$ cat src/rtl/multi_lane_judge.sv
// N-lane rhythm judgement engine: per-lane note queues, windowed press/expiry
// judgement, a lowest-lane-first result arbiter and saturating score/combo.
module multi_lane_judge #(
  parameter int LANES    = 2,
  parameter int TW       = 32,
  parameter int DEPTH    = 4,
  parameter int PERF_WIN = 30,
  parameter int GOOD_WIN = 80,
  parameter int SCORE_W  = 16,
  parameter int PERF_PTS = 2,
  parameter int GOOD_PTS = 1,
  localparam int LW      = (LANES > 1) ? $clog2(LANES) : 1
) (
  input  logic               clk,
  input  logic               rst,
  input  logic               i_clear,
  input  logic [TW-1:0]      i_cur_time,
  input  logic [LANES-1:0]   i_note_vld,
  input  logic [TW-1:0]      i_note_time,
  output logic [LANES-1:0]   o_note_rdy,
  input  logic [LANES-1:0]   i_btn,
  output logic [LANES-1:0]   o_pending,
  output logic               o_judge_vld,
  output logic [1:0]         o_judge,
  output logic [LW-1:0]      o_judge_lane,
  output logic [15:0]        o_combo,
  output logic [15:0]        o_max_combo,
  output logic [SCORE_W-1:0] o_score,
  output logic               o_overflow
);

  localparam int AW = $clog2(DEPTH);
  localparam int CW = AW + 1;

  typedef enum logic [1:0] {
    J_MISS = 2'd0,
    J_GOOD = 2'd1,
    J_PERF = 2'd2
  } judge_e;

  logic [TW-1:0]      mem_q      [LANES][DEPTH];
  logic [AW-1:0]      wr_q       [LANES];
  logic [AW-1:0]      wr_d       [LANES];
  logic [AW-1:0]      rd_q       [LANES];
  logic [AW-1:0]      rd_d       [LANES];
  logic [CW-1:0]      cnt_q      [LANES];
  logic [CW-1:0]      cnt_d      [LANES];
  judge_e             slot_res_q [LANES];
  judge_e             slot_res_d [LANES];
  judge_e             load_res_s [LANES];
  logic [TW-1:0]      head_s     [LANES];
  logic [TW-1:0]      dist_s     [LANES];
  logic [LANES-1:0]   late_s;
  logic [LANES-1:0]   req_q, req_d;
  logic [LANES-1:0]   slot_vld_q, slot_vld_d;
  logic [LANES-1:0]   note_rdy_q, note_rdy_d;
  logic [LANES-1:0]   push_s, pop_s, load_s, consume_s;
  logic               ovf_s;
  logic               win_vld_s;
  logic [LW-1:0]      win_lane_s;
  judge_e             win_res_s;
  logic               judge_vld_q;
  judge_e             judge_q;
  logic [LW-1:0]      lane_q;
  logic [15:0]        combo_q, combo_d;
  logic [15:0]        max_combo_q, max_combo_d;
  logic [SCORE_W-1:0] score_q, score_d;
  logic [SCORE_W:0]   sum_s;
  logic               ovf_q;

  // Head timing: lateness uses one extra bit so head + GOOD_WIN never wraps.
  always_comb begin
    for (int k = 0; k < LANES; k++) begin
      head_s[k] = mem_q[k][rd_q[k]];
      late_s[k] = {1'b0, i_cur_time} > ({1'b0, head_s[k]} + (TW+1)'(GOOD_WIN));
      if (i_cur_time >= head_s[k]) begin
        dist_s[k] = i_cur_time - head_s[k];
      end else begin
        dist_s[k] = head_s[k] - i_cur_time;
      end
    end
  end

  // Stage 1 decisions plus queue and press-latch next state.
  always_comb begin
    pop_s      = '0;
    load_s     = '0;
    consume_s  = '0;
    push_s     = '0;
    ovf_s      = 1'b0;
    note_rdy_d = '0;
    req_d      = '0;
    for (int k = 0; k < LANES; k++) begin
      load_res_s[k] = J_MISS;
      if (!slot_vld_q[k] && (cnt_q[k] != '0) && late_s[k]) begin
        pop_s[k]  = 1'b1;
        load_s[k] = 1'b1;
      end else if (!slot_vld_q[k] && req_q[k]) begin
        consume_s[k] = 1'b1;
        if ((cnt_q[k] != '0) && (dist_s[k] <= TW'(GOOD_WIN))) begin
          pop_s[k]      = 1'b1;
          load_s[k]     = 1'b1;
          load_res_s[k] = (dist_s[k] <= TW'(PERF_WIN)) ? J_PERF : J_GOOD;
        end else begin
          load_s[k] = 1'b0;
        end
      end else begin
        consume_s[k] = 1'b0;
      end
      // A pop in the same cycle frees the slot a push into a full queue needs.
      push_s[k]     = i_note_vld[k] && ((cnt_q[k] != CW'(DEPTH)) || pop_s[k]);
      ovf_s         = ovf_s | (i_note_vld[k] & ~push_s[k]);
      req_d[k]      = (req_q[k] & ~consume_s[k]) | i_btn[k];
      wr_d[k]       = wr_q[k] + AW'(push_s[k]);
      rd_d[k]       = rd_q[k] + AW'(pop_s[k]);
      cnt_d[k]      = cnt_q[k] + CW'(push_s[k]) - CW'(pop_s[k]);
      note_rdy_d[k] = (cnt_d[k] != CW'(DEPTH));
    end
  end

  // Stage 2: lowest-index full slot wins; the winner's slot is freed.
  always_comb begin
    win_vld_s  = 1'b0;
    win_lane_s = '0;
    win_res_s  = J_MISS;
    slot_vld_d = '0;
    for (int k = LANES - 1; k >= 0; k--) begin
      win_vld_s  = win_vld_s | slot_vld_q[k];
      win_lane_s = slot_vld_q[k] ? LW'(k) : win_lane_s;
      win_res_s  = slot_vld_q[k] ? slot_res_q[k] : win_res_s;
    end
    for (int k = 0; k < LANES; k++) begin
      slot_vld_d[k] = load_s[k] | (slot_vld_q[k] & ~(win_vld_s && (win_lane_s == LW'(k))));
      slot_res_d[k] = load_s[k] ? load_res_s[k] : slot_res_q[k];
    end
  end

  // Saturating score and combo update for the emitted result.
  always_comb begin
    score_d     = score_q;
    combo_d     = combo_q;
    max_combo_d = max_combo_q;
    sum_s       = '0;
    if (win_vld_s) begin
      if (win_res_s == J_MISS) begin
        combo_d = 16'd0;
      end else begin
        sum_s   = {1'b0, score_q} + ((win_res_s == J_PERF) ? (SCORE_W+1)'(PERF_PTS)
                                                           : (SCORE_W+1)'(GOOD_PTS));
        score_d = sum_s[SCORE_W] ? {SCORE_W{1'b1}} : sum_s[SCORE_W-1:0];
        combo_d = (combo_q == 16'hFFFF) ? combo_q : (combo_q + 16'd1);
      end
      max_combo_d = (combo_d > max_combo_q) ? combo_d : max_combo_q;
    end else begin
      max_combo_d = max_combo_q;
    end
  end

  // Note storage; stale entries are harmless once the pointers reset.
  always_ff @(posedge clk) begin
    for (int k = 0; k < LANES; k++) begin
      if (push_s[k]) begin
        mem_q[k][wr_q[k]] <= i_note_time;
      end
    end
  end

  // Control state and registered outputs.
  always_ff @(posedge clk) begin
    if (!rst || i_clear) begin
      for (int k = 0; k < LANES; k++) begin
        wr_q[k]       <= '0;
        rd_q[k]       <= '0;
        cnt_q[k]      <= '0;
        slot_res_q[k] <= J_MISS;
      end
      req_q       <= '0;
      slot_vld_q  <= '0;
      note_rdy_q  <= '1;
      judge_vld_q <= 1'b0;
      judge_q     <= J_MISS;
      lane_q      <= '0;
      combo_q     <= 16'd0;
      max_combo_q <= 16'd0;
      score_q     <= '0;
      ovf_q       <= 1'b0;
    end else begin
      for (int k = 0; k < LANES; k++) begin
        wr_q[k]       <= wr_d[k];
        rd_q[k]       <= rd_d[k];
        cnt_q[k]      <= cnt_d[k];
        slot_res_q[k] <= slot_res_d[k];
      end
      req_q       <= req_d;
      slot_vld_q  <= slot_vld_d;
      note_rdy_q  <= note_rdy_d;
      judge_vld_q <= win_vld_s;
      judge_q     <= win_res_s;
      lane_q      <= win_lane_s;
      combo_q     <= combo_d;
      max_combo_q <= max_combo_d;
      score_q     <= score_d;
      ovf_q       <= ovf_q | ovf_s;
    end
  end

  always_comb begin
    for (int k = 0; k < LANES; k++) begin
      o_pending[k] = (cnt_q[k] != '0);
    end
  end

  assign o_note_rdy   = note_rdy_q;
  assign o_judge_vld  = judge_vld_q;
  assign o_judge      = judge_q;
  assign o_judge_lane = lane_q;
  assign o_combo      = combo_q;
  assign o_max_combo  = max_combo_q;
  assign o_score      = score_q;
  assign o_overflow   = ovf_q;

endmodule

$ cat config.mk
export PLATFORM = sky130hd
export DESIGN_NAME = multi_lane_judge
export DESIGN_NICKNAME = d
export VERILOG_FILES = /design/src/rtl/multi_lane_judge.sv
export SDC_FILE = /design/constraint.sdc
export NUM_CORES = 1
export LEC_CHECK = 0
export ABC_CLOCK_PERIOD_IN_PS = 8050
export BUFFER_PORTS_ARGS = -buffer_cell sky130_fd_sc_hd__clkbuf_2
export CORE_MARGIN = 5
export CORE_UTILIZATION = 55
export DETAILED_ROUTE_END_ITERATION = 8
export GPL_ROUTABILITY_DRIVEN = 0
export PLACE_DENSITY = 0.76
export SYNTH_ARGS = -nofsm -noshare
export SYNTH_HDL_FRONTEND = slang
export SYNTH_SLANG_ARGS = --single-unit
$ cat constraint.sdc
create_clock -name clk -period 8.05 [get_ports clk]
set_input_delay 0.4025 -clock clk [delete_from_list [all_inputs] [get_ports clk]]
set_output_delay 0.4025 -clock clk [all_outputs]
set_load 0.02 [all_outputs]
==> reports/qor.yml, run 1 <==
run_status:
  run_status: "finished, final reports clean"
worst_setup_path:
  endpoint_kind: "register"
  crit_path_cell_trace: "buf_12 > mux4_2 > ha_1 > nand4_4 > nor4_2 > a31o_2 > o211ai_2 > nand2_1 > mux2i_1 > xor2_1 > nand3_1 > or4_1 > o21ba_1 > a31oi_1 > ha_1 > inv_1 > fa_1 > xor2_1 > xnor2_1 > nor2_1 > nand3b_1"
  crit_type: "register to register"
  crit_family: "simple AND/OR/NAND/NOR gates"
  path_max_fanout: 18
  worst_r2r_startpoint: "rd_q[0][2]$_SDFF_PP0_"
  worst_path_largest_cell_delay_ns: 0.78
  critical_path_buf_inv_count: 2
  timing.critical_path.from_type: "register"
  setup.worst_path.start: "rd_q[0][2]$_SDFF_PP0_"
  critical_path_required_ns: 8.50
  cpMaxStageDelayCell: "sky130_fd_sc_hd__dfxtp_2"
  worst_ep_arrival_ns: 7.70
place:
  dp_hpwl_mm: 55.0
  placed_area_um2: 24600
  port-buffer-count: 127
  place_ws_ns: 0.627
cells_and_area:
  diodes: 0
  design.final.nets: 2685
  stdcell_area_um2: 25600
  num-fill-cells: 3286
  layout-drive-gt1-share_pct: 13.2
  area.growth.synth_to_final_pct: 9.20
global_route:
  busiest_metal_layer_after_global_routing: "met2"
  grt_util_met3_pct: 4.16
  number_of_global_route_vias_before_repair: 18900
  grt_antenna_before_repair: 1
  grt_usage_pct: 29.6
  largest_net_degree_at_the_start_of_global_routing: 67
  total_grt_overflow: 0
  met2_usage_pct: 45.9
  grt_util_met1_pct: 41.3
  global_route_wire_length_before_repair_mm: 110
drt:
  vias_per_cell: 6.71
  drc_errors: 0
  drt-total-wl_mm: 72.1
  antenna_left: 0
  dr.pass1.iters: 7
  dr_total_vias: 19900
  wl_per_cell_um: 24.3
  drt-initial-drc-count: 2586
timing:
  max_slew.worst_pin.slew_ns: 0.950
  highest_clock_frequency_the_design_can_meet_mhz: 138
  min_period_ns: 7.24
  setup_tns_ns: 0
  fin_worst_skew_ns: 0.0248
  hold_viol: 0
  layout_worst_path_cycle_share_pct: 90.0
  slew_headroom_pct: 35.7
  setup_violators_final: 0
  final-max-slew-violation-count: 0
  rsz_0062_raised_after_global_routing: "no"
  timing.final.ws_setup_ns: 0.806
synth:
  dominantRegCellSynth: "sky130_fd_sc_hd__edfxtp_1"
  synth_area_um2: 23500
  post_synth_num_cell_types: 96
  synth_top_cell_by_area: "sky130_fd_sc_hd__edfxtp_1"
  synth.mux.area_fraction_pct: 7.75
  synthTopCellsByCount: "sky130_fd_sc_hd__edfxtp_1, sky130_fd_sc_hd__ha_1, sky130_fd_sc_hd__a21oi_1, sky130_fd_sc_hd__nor2_1, sky130_fd_sc_hd__inv_1"
  postSynthRegisterBits: 333
  yosysSeqAreaShare_pct: 39.3
  synthTopCellsByArea: "sky130_fd_sc_hd__edfxtp_1, sky130_fd_sc_hd__ha_1, sky130_fd_sc_hd__dfxtp_1, sky130_fd_sc_hd__mux4_2, sky130_fd_sc_hd__a21oi_1"
  share_of_the_synthesized_area_in_compound_gates_ao_oa_aoi_oai_pct: 17.6
  synth_xor_area_share_pct: 4.89
  ys_warn_count: 0
  postSynthNetCount: 2603
  post_synth_fa_ha_maj_area_fraction_pct: 11.7
  dominant_combinational_cell_family_by_area_after_synthesis: "compound AO/OA/AOI/OAI gates"
  simple_gate_share_of_the_synthesized_area_pct: 13.9
  number_of_standard_cells_after_synthesis: 2316
  synth_most_common_cell: "sky130_fd_sc_hd__edfxtp_1"
  synth_area_per_cell_um2: 10.1
  ys_async_sr_fraction_pct: 0
  top_area_cell_type_share_of_the_netlist_area_pct: 32.7
  synth-edff-count: 256
floorplan:
  floorplan.die_area_um2: 46900
  i_o_pin_total: 128
  die-height_um: 217
  floorplan.initialDensity_pct: 55.7
  rows: 75
  floorplan.core_area_um2: 42100
  die-width_um: 217
power:
  leakage_nw: 9.80
  totalPowerFinal_w: 0.00501
  total_power_density_per_cell_area_nw_per_um2: 195
  worst_ir_drop_vdd_mv: 0.213
cts:
  clk_root_buffer_cell: "sky130_fd_sc_hd__clkbuf_16"
  clkSlewWorstSetupHoldPaths_ns: 0.07
  tritoncts_clock_tree: "yes"
  tritoncts.num_buffers: 30
  cts_hold_repair.buffers: 0
  worst_skew_pair.late_latency_ns: 0.57
  cts-root-to-sink-buffers: 3
  cts.htree.levels: 1
  clock_sink_count: 333
run:
  max_cap_violations: 0
worst_hold_path:
  hold_path_startpoint: "i_btn[0]"
  hold_path_class: "input pin to register"
-- where the power goes --
group | switching, W | internal (W)
logic | 0.00102 | 0.000555
clock network | 0.000634 | 0.000868
registers | 0.0000292 | 0.00190
-- worst reg2reg max path: stages (launching register included) --
cell and delay, ns:
sky130_fd_sc_hd__dfxtp_2 0.78, sky130_fd_sc_hd__buf_12 0.27, sky130_fd_sc_hd__mux4_2 0.57, sky130_fd_sc_hd__ha_1 0.58, sky130_fd_sc_hd__nand4_4 0.21, sky130_fd_sc_hd__nor4_2 0.39, sky130_fd_sc_hd__a31o_2 0.23, sky130_fd_sc_hd__o211ai_2 0.17
sky130_fd_sc_hd__nand2_1 0.68, sky130_fd_sc_hd__mux2i_1 0.30, sky130_fd_sc_hd__xor2_1 0.20, sky130_fd_sc_hd__nand3_1 0.11, sky130_fd_sc_hd__or4_1 0.68, sky130_fd_sc_hd__o21ba_1 0.46, sky130_fd_sc_hd__a31oi_1 0.33, sky130_fd_sc_hd__ha_1 0.19
sky130_fd_sc_hd__inv_1 0.05, sky130_fd_sc_hd__fa_1 0.36, sky130_fd_sc_hd__xor2_1 0.16, sky130_fd_sc_hd__xnor2_1 0.15, sky130_fd_sc_hd__nor2_1 0.15, sky130_fd_sc_hd__nand3b_1 0.09
-- logic make-up after synthesis --
logic type / count (synthesis)
and+or+nand+nor: 648
AOI/OAI and AO/OA: 626
DFF: 333
buffers and inverters: 258
adders and majority gates: 216
xor gates and xnor gates: 131
muxes: 104
-- routing by layer --
| layer | up-vias | share of wire [%] |
|---|---|---|
| met5 | - | 0 |
| met4 | 0 | 6.0 |
| met3 | 239 | 10 |
| met2 | 1249 | 44 |
| met1 | 9544 | 40 |
| li1 | 8839 | - |
-- sequential cells by signal, summed over array words and instances, names as in the netlist --
name          count
o_judge_lane      1
mem_q           256
o_note_rdy        2
o_combo          16
o_judge           2
slot_res_q        4
o_max_combo      16
cnt_q             6
o_judge_vld       1
wr_q              4
o_overflow        1
slot_vld_q        2
req_q             2
o_score          16
rd_q              4
-- what timing repair did --
action,in CTS,in global routing
resized for setup,0,3
hold endpoints to repair,0,0
buffers inserted,0,0
setup endpoints to repair,0,1
-- layout make-up --
cell class,count,area (um^2),share of cell area (%)
inverters,156,586,2.28
well taps,539,674,2.63
clock inverters,20,244,0.951
flip-flops and latches,333,9240,36.0
repair buffers,152,848,3.31
clock buffers,36,795,3.10
multi-input cells,1725,13300,51.7
-- path summary, 6_finish.rpt --
check,endpoint,cells after the start,slack [ns]
worst max-delay path,o_note_rdy[1]$_SDFF_PP1_,21,0.81
worst min-delay path,req_q[0]$_SDFF_PP0_,3,0.07
worst max register to register,o_note_rdy[1]$_SDFF_PP1_,21,0.81
worst min register to register,req_q[1]$_SDFF_PP0_,2,0.49
-- layout by cell type (no fill, tap or decap), types with 39 or more instances in the layout --
cell                         n
sky130_fd_sc_hd__a21oi_1   190
sky130_fd_sc_hd__nand4_1    66
sky130_fd_sc_hd__ha_1      209
sky130_fd_sc_hd__dfxtp_1    74
sky130_fd_sc_hd__inv_1     156
sky130_fd_sc_hd__xor2_1     47
sky130_fd_sc_hd__mux2i_1    39
sky130_fd_sc_hd__edfxtp_1  256
sky130_fd_sc_hd__xnor2_1    84
sky130_fd_sc_hd__o21ai_0   108
sky130_fd_sc_hd__a21o_1     69
sky130_fd_sc_hd__clkbuf_2  127
sky130_fd_sc_hd__nor2_1    169
sky130_fd_sc_hd__nand3_1    52
sky130_fd_sc_hd__nand2_1   145
sky130_fd_sc_hd__mux4_2     62
sky130_fd_sc_hd__nor3_1     48
-- per-stage QoR --
stage	utilization (%)	hold WS, ns	cells
finish	60.9	0.0735	2961
global route	60.9	0.0710	2961
CTS	60.8	0.0554	2961
detailed placement	58.4	0.474	2905
global placement	58.4	0.467	2905
floorplan	-	0.454	2316
(Power assumes the default switching activity.)
==> inputs of run 2 (changes only) <==
--- a/config.mk
+++ b/config.mk
@@ -12,6 +12,7 @@
 export DETAILED_ROUTE_END_ITERATION = 8
 export GPL_ROUTABILITY_DRIVEN = 0
 export PLACE_DENSITY = 0.76
+export RECOVER_POWER = 100
 export SYNTH_ARGS = -nofsm -noshare
 export SYNTH_HDL_FRONTEND = slang
 export SYNTH_SLANG_ARGS = --single-unit
==> reports/qor.yml, run 2 (synthesis gave the netlist of run 1 again) <==
run:
  max_cap_violations: 1  # was 0
drt:
  drt-total-wl_mm: 72.2  # was 72.1 mm
  vias_per_cell: 6.70  # was 6.71
  wl_per_cell_um: 24.4  # was 24.3 um
  antenna_left: 0  # unchanged
  dr.pass1.iters: 7  # unchanged
  dr_total_vias: 19900  # about the same
  drc_errors: 0  # unchanged
  drt-initial-drc-count: 2545  # was 2,586
worst_setup_path:
  r2r_setup_slack_ns: 0.61  # was 0.81 ns
  critical_path_required_ns: 8.49  # was 8.50 ns
  timing.critical_path.from_type: "register"  # unchanged
  path_max_fanout: 18  # unchanged
  critical_path_buf_inv_count: 3  # was 2
  endpoint_kind: "register"  # unchanged
  crit_type: "register to register"  # unchanged
  cpMaxStageDelayCell: "sky130_fd_sc_hd__dfxtp_2"  # unchanged
  crit_path_cell_trace: "buf_12 > mux4_2 > ha_1 > a21oi_1 > nand2_1 > o32ai_4 > a31o_1 > nand2_1 > a2111oi_0 > nor3_1 > nor4b_1 > nand4_1 > buf_4 > o21ba_1 > a31oi_1 > ha_1 > inv_1 > fa_1 > xor2_1 > xnor2_1 > nor2_1 > nand3b_1"  # was buf_12 > mux4_2 > ha_1 > nand4_4 > nor4_2 > a31o_2 > o211ai_2 > nand2_1 > mux2i_1 > xor2_1 > nand3_1 > or4_1 > o21ba_1 > a31oi_1 > ha_1 > inv_1 > fa_1 > xor2_1 > xnor2_1 > nor2_1 > nand3b_1
  crit-reg2reg-capture: "o_note_rdy[1]$_SDFF_PP1_"  # unchanged
  worst_ep_arrival_ns: 7.89  # was 7.70 ns
  worst_r2r_startpoint: "rd_q[0][2]$_SDFF_PP0_"  # unchanged
  worst_path_largest_cell_delay_ns: 0.78  # about the same
  worstRegToRegCells: 22  # was 21
  crit_family: "compound AO/OA/AOI/OAI gates"  # was simple AND/OR/NAND/NOR gates
timing:
  layout_worst_path_cycle_share_pct: 92.4  # was 90.0%
  rsz_0062_raised_after_global_routing: "no"  # unchanged
  highest_clock_frequency_the_design_can_meet_mhz: 134  # was 138 MHz
  hold_viol: 0  # unchanged
  min_period_ns: 7.44  # was 7.24 ns
  setup_tns_ns: 0  # unchanged
  fin_worst_skew_ns: 0.0301  # was 0.0248 ns
  setup_violators_final: 0  # unchanged
  max_slew.worst_pin.slew_ns: 2.96  # was 0.950 ns
  final-max-slew-violation-count: 67  # was 0
  slew_headroom_pct: -97.6  # was 35.7%
place:
  port-buffer-count: 127  # unchanged
  numPlacedInstances: 2905  # unchanged
  dp_hpwl_mm: 55.0  # unchanged
floorplan:
  floorplan.core_area_um2: 42100  # unchanged
  floorplan.die_area_um2: 46900  # unchanged
  i_o_pin_total: 128  # unchanged
  die-width_um: 217  # unchanged
  rows: 75  # unchanged
  die-height_um: 217  # unchanged
  floorplan.initialDensity_pct: 55.7  # unchanged
cells_and_area:
  design.final.nets: 2685  # unchanged
  final_common_cell: "sky130_fd_sc_hd__edfxtp_1"  # unchanged
  stdcell_count: 2961  # unchanged
  number_of_flip_flops_under_the_largest_register_name: 256  # unchanged
  area.growth.synth_to_final_pct: 8.57  # was 9.20%
  final_util_pct: 60.5  # was 60.9%
  most_frequent_cells_in_the_layout: "sky130_fd_sc_hd__edfxtp_1, sky130_fd_sc_hd__ha_1, sky130_fd_sc_hd__a21oi_1"  # unchanged
  diodes: 0  # unchanged
  layout-drive-gt1-share_pct: 9.33  # was 13.2%
global_route:
  grt_usage_pct: 29.6  # unchanged
  grt_antenna_before_repair: 1  # unchanged
  largest_net_degree_at_the_start_of_global_routing: 67  # unchanged
  global_route_wire_length_before_repair_mm: 110  # unchanged
  number_of_global_route_vias_before_repair: 18900  # unchanged
  total_grt_overflow: 0  # unchanged
worst_hold_path:
  hold_path_end: "req_q[1]$_SDFF_PP0_"  # was req_q[0]$_SDFF_PP0_
  hold_path_startpoint: "i_btn[1]"  # was i_btn[0]
  worst_hold_depth: 3  # unchanged
  hold_path_class: "input pin to register"  # unchanged
cts:
  cts.htree.levels: 1  # unchanged
  worst_skew_pair.late_latency_ns: 0.57  # about the same
  clock_sink_count: 333  # unchanged
  post_cts_buffers: 0  # unchanged
  tritoncts.num_buffers: 30  # unchanged
  tritoncts_clock_tree: "yes"  # unchanged
  clk_root_buffer_cell: "sky130_fd_sc_hd__clkbuf_16"  # unchanged
  clkSlewWorstSetupHoldPaths_ns: 0.07  # about the same
  cts-root-to-sink-buffers: 3  # unchanged
run_status:
  run_status: "finished with violations"  # was finished, final reports clean
  violations: "max-capacitance violations, max-slew violations"
power:
  worst_ir_drop_vdd_mv: 0.213  # about the same
  total_power_density_per_cell_area_nw_per_um2: 196  # was 195 nW/um^2
  leakage_nw: 9.49  # was 9.80 nW
run 2: cell types whose count changed in the layout (fill, tap and decap cells not counted), sizes merged:
cell | previous run | this run
buf | 25 | 15
clkbuf | 163 | 173
run 2: worst min-delay path, delay by kind of cell:
family          cells  cell delay (ns)
compound gates      1             0.05
buf+inv             2             0.14
run 2: how the worst max path moves through the flow:
stage	from	endpoint	cells past startpoint
after floorplan	rd_q[0][0]$_SDFF_PP0_	mem_q[0][0]$_DFFE_PP_	20
after global placement	rd_q[0][0]$_SDFF_PP0_	o_note_rdy[0]$_SDFF_PP1_	21
after detailed placement	rd_q[0][0]$_SDFF_PP0_	o_note_rdy[0]$_SDFF_PP1_	21
after CTS	rd_q[0][0]$_SDFF_PP0_	o_note_rdy[0]$_SDFF_PP1_	21
after global routing	rd_q[0][2]$_SDFF_PP0_	o_note_rdy[1]$_SDFF_PP1_	22
final	rd_q[0][2]$_SDFF_PP0_	o_note_rdy[1]$_SDFF_PP1_	22
run 2: stage by stage:
step | total power [W] | cell area [um^2] | hold WS (ns) | setup WS [ns]
floorplan | 0.00305 | 23500 | 0.454 | 0.828
global placement | 0.00344 | 24600 | 0.467 | 0.893
detailed placement | 0.00347 | 24600 | 0.474 | 0.627
CTS | 0.00496 | 25600 | 0.0554 | 0.614
global route | 0.00521 | 25500 | 0.0710 | 0.220
finish | 0.00500 | 25500 | 0.0687 | 0.609
run 2: cell type report:
class / count / area [um^2]
Fill cell: 3366 / 16600
Multi-Input combinational cell: 1725 / 13300
Sequential cell: 333 / 9240
Clock buffer: 36 / 795
Timing Repair Buffer: 152 / 708
Tap cell: 539 / 674
Inverter: 156 / 586
Clock inverter: 20 / 244
run 2: what timing repair did:
item,4_1_cts,5_1_grt
endpoints found under the setup margin,0,1
hold buffers,0,0
resized for setup,0,3
run 2: power by group:
part / switching, W / internal (W) / total (W) / leakage (nW)
registers: 0.0000296 / 0.00191 / 0.00193 / 2.97
clock network: 0.000632 / 0.000868 / 0.00150 / 0.496
logic: 0.00102 / 0.000550 / 0.00157 / 6.03
run 2: per-layer routing:
layer	GRT usage [%]	vias up	share of wire, %
met5	0	-	0
met4	14.2	0	6.1
met1	41.3	9539	40
li1	-	8833	-
met2	45.9	1226	44
met3	4.16	254	10
